[src/rtl/sad_select_ctrl.sv]
// sad_select_ctrl: picks the min or max of eight captured 32-bit SAD values over a
// fixed 11-cycle pass and writes the winner to register DEST_REG.
module sad_select_ctrl #(
    parameter logic [4:0] DEST_REG = 5'd31
) (
    input  logic         clk,
    input  logic         rst,
    input  logic         start,
    input  logic         small_big,
    input  logic         allow_find,
    input  logic         abort,
    input  logic [255:0] sad_in,
    output logic         busy,
    output logic         stall,
    output logic         wr_en,
    output logic [4:0]   wr_addr,
    output logic [31:0]  wr_data,
    output logic [31:0]  best_value,
    output logic [2:0]   best_index,
    output logic         done
);
    typedef enum logic [2:0] {IDLE, LOAD, SCAN, WRITE, DONE} state_t;

    state_t            state, state_nx;
    logic [7:0][31:0]  sad_buf;
    logic [2:0]        cnt;
    logic              mode;
    logic [31:0]       cur;
    logic              better;

    // strict compares so ties keep the earlier (lower) index
    assign cur    = sad_buf[cnt];
    assign better = mode ? (cur > best_value) : (cur < best_value);

    always_comb begin
        state_nx = state;
        case (state)
            IDLE:    state_nx = (start && allow_find) ? LOAD : IDLE;
            LOAD:    state_nx = abort ? IDLE : SCAN;
            SCAN:    state_nx = abort ? IDLE : (cnt == 3'd7 ? WRITE : SCAN);
            WRITE:   state_nx = DONE;
            DONE:    state_nx = IDLE;
            default: state_nx = IDLE;
        endcase
        busy    = state != IDLE;
        stall   = busy;
        wr_en   = state == WRITE;
        wr_addr = wr_en ? DEST_REG : 5'd0;
        wr_data = wr_en ? best_value : 32'd0;
        done    = state == DONE;
    end

    always_ff @(posedge clk or posedge rst) begin
        if (rst) begin
            state      <= IDLE;
            sad_buf    <= '0;
            cnt        <= 3'd0;
            mode       <= 1'b0;
            best_value <= 32'd0;
            best_index <= 3'd0;
        end else begin
            state <= state_nx;
            if (state == LOAD && !abort) begin
                sad_buf    <= sad_in;
                mode       <= small_big;
                best_value <= sad_in[31:0];
                best_index <= 3'd0;
                cnt        <= 3'd1;
            end
            if (state == SCAN && !abort) begin
                if (better) begin
                    best_value <= cur;
                    best_index <= cnt;
                end
                if (cnt != 3'd7)
                    cnt <= cnt + 3'd1;
            end
        end
    end
endmodule

[config.mk]
export PLATFORM = sky130hd
export DESIGN_NAME = sad_select_ctrl
export DESIGN_NICKNAME = d
export VERILOG_FILES = /design/src/rtl/sad_select_ctrl.sv
export SDC_FILE = /design/constraint.sdc
export NUM_CORES = 1
export LEC_CHECK = 0
export CAP_MARGIN = 5
export CORE_UTILIZATION = 45
export DETAILED_ROUTE_END_ITERATION = 6
export GPL_ROUTABILITY_DRIVEN = 0
export PLACE_DENSITY = 0.71
export SLEW_MARGIN = 5
export SYNTH_ARGS = -nofsm -noshare
export SYNTH_HDL_FRONTEND = slang
export SYNTH_SLANG_ARGS = --single-unit
[constraint.sdc]
create_clock -name clk -period 10.95 [get_ports clk]
set_input_delay 1.6425 -clock clk [delete_from_list [all_inputs] [get_ports clk]]
set_output_delay 1.6425 -clock clk [all_outputs]
set_load 0.05 [all_outputs]
# Word-level counts from Yosys, hierarchy flattened

Index checks and enable logic that the tools add are counted.

Memory bits (writable): 0
Flip-flop bits (word level): 298
Bits in latches: 0
Memories: 0
Memory bits (read-only): 0
Output and inout port bits: 76
Input bits: 262
Word-level logic and storage cells: 48

Reduce and logical (&&, ||, !) cells: 6
Magnitude comparators: 3
Shift-type cells: 0
Equality and inequality tests: 6
Bitwise logic cells: 0
$add $sub $neg: 1
Multiply operators: 0
Multiplexer cells: 19
Div/mod/pow operators: 0

Operators by type and width:

| cell                  | number |
|---|---|
| $mux W32              | 5 |
| $bmux W32 S3          | 1 |
| $gt A32 B32 Y1        | 1 |
| $lt A32 B32 Y1        | 1 |
| $mux W3               | 6 |
| $pmux W3 S4           | 1 |
| $eq A3 B2 Y1 const B  | 2 |
| $eq A3 B3 Y1 const B  | 2 |
| $mux W5               | 1 |
| $lt A3 B4 Y1 const B  | 1 |
| $mux W2               | 2 |
| $add A3 B1 Y3 const B | 1 |
| $eq A3 B1 Y1 const B  | 1 |
| $logic_and A1 B1 Y1   | 3 |
| $logic_not A3 Y1      | 1 |
| $mux W1               | 3 |
| $ne A3 B3 Y1 const B  | 1 |
| $reduce_bool A3 Y1    | 1 |
| $logic_not A1 Y1      | 1 |

# Logic depth before layout (Yosys ltp)

Depth in word-level cells: 6
Depth in mapped cells: 16

# Worst setup path before layout

No wires, ideal clock.

Path type: register -> register
Start: register cnt[0]
End: register best_value[10]
Clock period less this slack: 3999 ps
Setup time: 125 ps
Data required time: 10825 ps
Path slack: 6951 ps
Data arrival time: 3874 ps
Cell stages (with the launch flop): 17
Cell sequence: dfrtp_1 clkbuf_1 buf_2 buf_2 mux4_2 nand2_1 nand2_1 ha_1 a21oi_1 nand2_1 a221oi_1 o221ai_2 a211oi_1 mux2_4 buf_6 buf_6 mux2_4

Word-level cells in the longest chain between the ends: 6
Elaborated cells on any way between the ends: 7

RTL lines:

| item                                                    | line | RTL |
|---|---|---|
| start: declaration                                      | 26   | `logic [2:0] cnt;` |
| start signal: assignment                                | 76   | `cnt <= cnt + 3'd1;` |
| $bmux W32 S3 *                                          | 32   | `assign cur = sad_buf[cnt];` |
| $mux W32 (not written as such) *                        | 32   |  |
| $lt A32 B32 Y1 / $gt A32 B32 Y1 (equally long branches) | 33   | `assign better = mode ? (cur > best_value) : (cur < best_value);` |
| $mux W1                                                 | 33   |  |
| $mux W32 *                                              | 71   | `if (better) begin` |
| $mux W32 *                                              | 70   | `if (state == SCAN && !abort) begin` |
| end signal: assignment                                  | 66   | `best_value <= sad_in[31:0];` |
| end signal: assignment                                  | 72   | `best_value <= cur;` |
| end: declaration                                        | 18   | `output logic [31:0] best_value,` |

Mark *: on every way between the ends. The rest lies on a longest branch, timed or not. The select of a mux whose other input is x is not followed.
A chain may end at the register's enable or synchronous reset.

# Worst setup path after layout

Start: register cnt[0]
End: register best_value[3]

The elaborated chain is that of the path after synthesis.

==> summary by stage <==
Status
The run finished with clean final reports.

Finish
In the final layout, the share of cells above drive strength 1 is 0.0836. The number of nets in the layout is 2150. Counting the fill cells in the layout gives 2650. After routing the design area is 19000 sq um. The synthesis-to-finish area growth is 32.4%. The final non-filler cell total is 2280. The final design utilization is 0.605.

STA
The number of pins with negative max-slew slack in the final report is 0. Setup repair after global routing left no endpoint under its margin. The final setup violation count is 0. Once routing completed, OpenROAD measured the worst setup slack at 5.88 ns. Across the routed clock network, the largest skew measured is 0.0246 ns. Counting I/O delays and the setup requirement, the final critical path takes 5.07 ns.

The worst relative slew slack is 0.234. The slew at the pin with the worst max-slew slack is 1.15 ns. The peak clock frequency supported by timing is 197 MHz. In the final timing run, aggregate negative setup slack is 0 ns. In the finished design, the share of the clock period the worst path needs comes to 0.463. The number of hold violations in the final report is 0.

Global routing
The maximum number of pins on one net before global-route repair is 226. The residual overflow from global routing is 0. The overall routing resource usage is 0.266. The via count of the first global-routing pass came to 12.2k.

The number of antenna violations at the first check in global routing was 2. The first global-routing pass estimated 67500 um of wire.

Die
The region available for standard cell placement spans 31500 sq um. The floorplan step defined a die boundary enclosing 32700 sq um. For this design the top-level I/O count stands at 338. For this configuration, the core starts out at a cell density of 0.457. The die boundary width is 181 um. The cell row count is 65.

The vertical die dimension is 181 um.

Logic synthesis
By count the netlist is led by sky130_fd_sc_hd__nand2_1, sky130_fd_sc_hd__dfrtp_1, sky130_fd_sc_hd__clkbuf_1. For this run, the leading register cell type out of synthesis is sky130_fd_sc_hd__dfrtp_1. The most common cell in the netlist is sky130_fd_sc_hd__nand2_1. The synthesized area is 14400 sq um. Sorting the synthesized cells by area gives the leading types as sky130_fd_sc_hd__dfrtp_1, sky130_fd_sc_hd__nand2_1, sky130_fd_sc_hd__mux4_2, sky130_fd_sc_hd__ha_1, sky130_fd_sc_hd__mux2_4. The Yosys step of the flow raised 0 warnings.

The synthesized design contains 0 enable-type register cells. Counting flops with an async set or reset pin after synthesis yields a share of 1.00. The share of the Yosys chip area taken by registers is 0.518. The post-synthesis area per instance is 9.16 sq um. The number of distinct library cell variants in the gate-level netlist after synthesis is 38.

Of all cell types, the one taking the most synthesized area is sky130_fd_sc_hd__dfrtp_1. The cell count after synthesis came out at 1570. After synthesis the netlist holds a flip-flop and latch count of 298. The share of synthesized area in the top cell type comes to 0.518. Counting every net in the synthesized netlist gives 1866.

Setup path
The critical path class is reg -> reg. The top fanout value on the critical path is 35. The category of the worst setup path launch point is a register. Across all register-to-register paths, the minimum setup slack is 5.88 ns. STA puts the critical path data required time at 11.32 ns.

The sort of element at the end of the critical path is a register. STA puts the critical path data arrival time at 5.44 ns.

Clock network
Clock tree synthesis selected as its root buffer the cell sky130_fd_sc_hd__clkbuf_16. The quantity of gates resized following cts is 0. For the worst-skew pair, the clock arrives at the later sink with an insertion delay of 0.51 ns. The longest clock path from root to sink contains 3 buffers. The clock transition at the register clock pins on the worst setup and hold paths after CTS is 0.06 ns. The clock sink count is 298. The post-CTS setup buffer count is 0.

The H-tree depth reported by CTS is 2. TritonCTS built the clock tree. Hold repair after CTS inserted 0 buffers. The CTS buffer count is 34.

Flow run
The tool flagged a number of max-cap violations equal to 0.

Power and ir drop
The internal portion of the total power is 3.13 mW. The switching portion of total power is 0.381. The portion of total power attributed to combinational logic is 0.421. Summed over all nets, the switching power comes to 1.93 mW.

The sequential group share of total power is 0.357. The share of total power dissipated in the clock network is 0.222. VDD sags by at most 0.177 mV. In this run the power density over the cells is 265 nW/um^2. The leakage power figure is 9.33 nW.

Detailed routing
The remaining number of nets flagged by the antenna check after routing is 0. The number of DRC markers after the initial detailed-route iteration is 960. The detailed router placed 12.0k vias in this run. Dividing the detail-routed wire length by the instance count gives 18.7 um. For this block, the routed nets add up to 42700 um of wire. The first-pass iteration count of the detailed router is 5. Using the TritonRoute via totals, the vias-per-cell ratio works out to 5.26.

In the routed design, unresolved DRC markers number 0.

Placement
Timing analysis after detailed placement gives a worst setup slack of 5.83 ns. The count of port buffers added during placement is 337. Once placement finished, the instance area stood at 18000 sq um.

Once detailed placement completed, the half-perimeter wirelength came to 29800 um. Including well taps, the total number of placed cells is 2220.

Hold path
The path class of the tightest hold or removal check is reg -> reg.
[power by group through the flow]
stage	clock network (mW)	logic [mW]	registers, mW
2_1_floorplan	0	1.36	1.88
3_3_place_gp	0	2.06	1.80
3_5_place_dp	0	2.12	1.81
4_1_cts	1.14	2.14	1.80
5_1_grt	1.18	2.34	1.85
6_report	1.12	2.13	1.80
[state kept, by name, summed over array words and instances, names as in the netlist]
| signal | cells |
|---|---|
| best_index | 3 |
| best_value | 32 |
| state | 3 |
| mode | 1 |
| cnt | 3 |
| sad_buf | 256 |
[metal layers]
layer  GRT usage  vias up  routed length [um]  share of wire
met5           0        -                  10        0.00023
met4      0.0831        2                1180          0.028
met3      0.0659       70                3440          0.081
met2       0.410      484               19500           0.46
met1       0.371     5846               18500           0.43
li1            -     5599                   -              -
[metrics by stage]
step / power [mW] / hold WS (ns)
2_1_floorplan: 3.23 / 0.440
4_1_cts: 5.08 / 0.470
3_5_place_dp: 3.94 / 0.458
5_1_grt: 5.37 / 0.485
6_report: 5.05 / 0.471
3_3_place_gp: 3.86 / 0.452
[worst paths after layout]
kind                                         start                       end  depth (start not counted)
min reg2reg                sad_buf[96]$_DFFE_PP0P_   sad_buf[96]$_DFFE_PP0P_                          2
max reg2reg                       cnt[0]$_DFF_PP0_   best_value[3]$_DFF_PP0_                         12
max                               cnt[0]$_DFF_PP0_   best_value[3]$_DFF_PP0_                         12
min                        sad_buf[96]$_DFFE_PP0P_   sad_buf[96]$_DFFE_PP0P_                          2
min in group asynchronous                      rst   sad_buf[55]$_DFFE_PP0P_                          2
max in group asynchronous                      rst  sad_buf[137]$_DFFE_PP0P_                          3
[critical path, stage by stage, from the launching register on]
cell and delay, ns:
sky130_fd_sc_hd__dfrtp_4 0.84, sky130_fd_sc_hd__buf_4 0.67, sky130_fd_sc_hd__mux4_2 0.59, sky130_fd_sc_hd__nand2_1 0.08, sky130_fd_sc_hd__nand2_1 0.08, sky130_fd_sc_hd__ha_1 0.31
sky130_fd_sc_hd__a21oi_1 0.25, sky130_fd_sc_hd__o21ai_0 0.11, sky130_fd_sc_hd__a221oi_1 0.36, sky130_fd_sc_hd__o221ai_2 0.19, sky130_fd_sc_hd__a211oi_1 0.34, sky130_fd_sc_hd__mux2_4 0.70
sky130_fd_sc_hd__mux2_1 0.38
[layout by cell type, fill, tap and decap left out, types with 17 or more instances in the layout]
| master | count |
|---|---|
| sky130_fd_sc_hd__nand2_1 | 882 |
| sky130_fd_sc_hd__dfrtp_1 | 295 |
| sky130_fd_sc_hd__ha_1 | 34 |
| sky130_fd_sc_hd__nor3_1 | 33 |
| sky130_fd_sc_hd__clkbuf_16 | 35 |
| sky130_fd_sc_hd__o21ai_0 | 33 |
| sky130_fd_sc_hd__clkdlybuf4s50_1 | 337 |
| sky130_fd_sc_hd__mux4_2 | 64 |
| sky130_fd_sc_hd__a21oi_1 | 17 |
| sky130_fd_sc_hd__mux2_4 | 27 |
| sky130_fd_sc_hd__inv_1 | 35 |
[cell families after synthesis]
logic type,count (synthesis),synth area share
AOI/OAI and AO/OA,62,0.0241
adders and majority gates,34,0.0296
buffers and inverters,135,0.0391
DFF,298,0.518
muxes,101,0.136
and+or+nand+nor,940,0.253
[final cells by class]
type / count / area (sq um) / share of cell area
Multi-Input combinational cell: 1137 / 6370 / 0.335
Clock buffer: 51 / 986 / 0.0518
Timing Repair Buffer: 347 / 3470 / 0.182
Inverter: 36 / 143 / 0.00749
Sequential cell: 298 / 7470 / 0.392
Tap cell: 402 / 503 / 0.0264
Clock inverter: 8 / 100 / 0.00525
Antenna cell: 1 / 2.50 / 0.000131
Power figures use the tool's default switching activity.
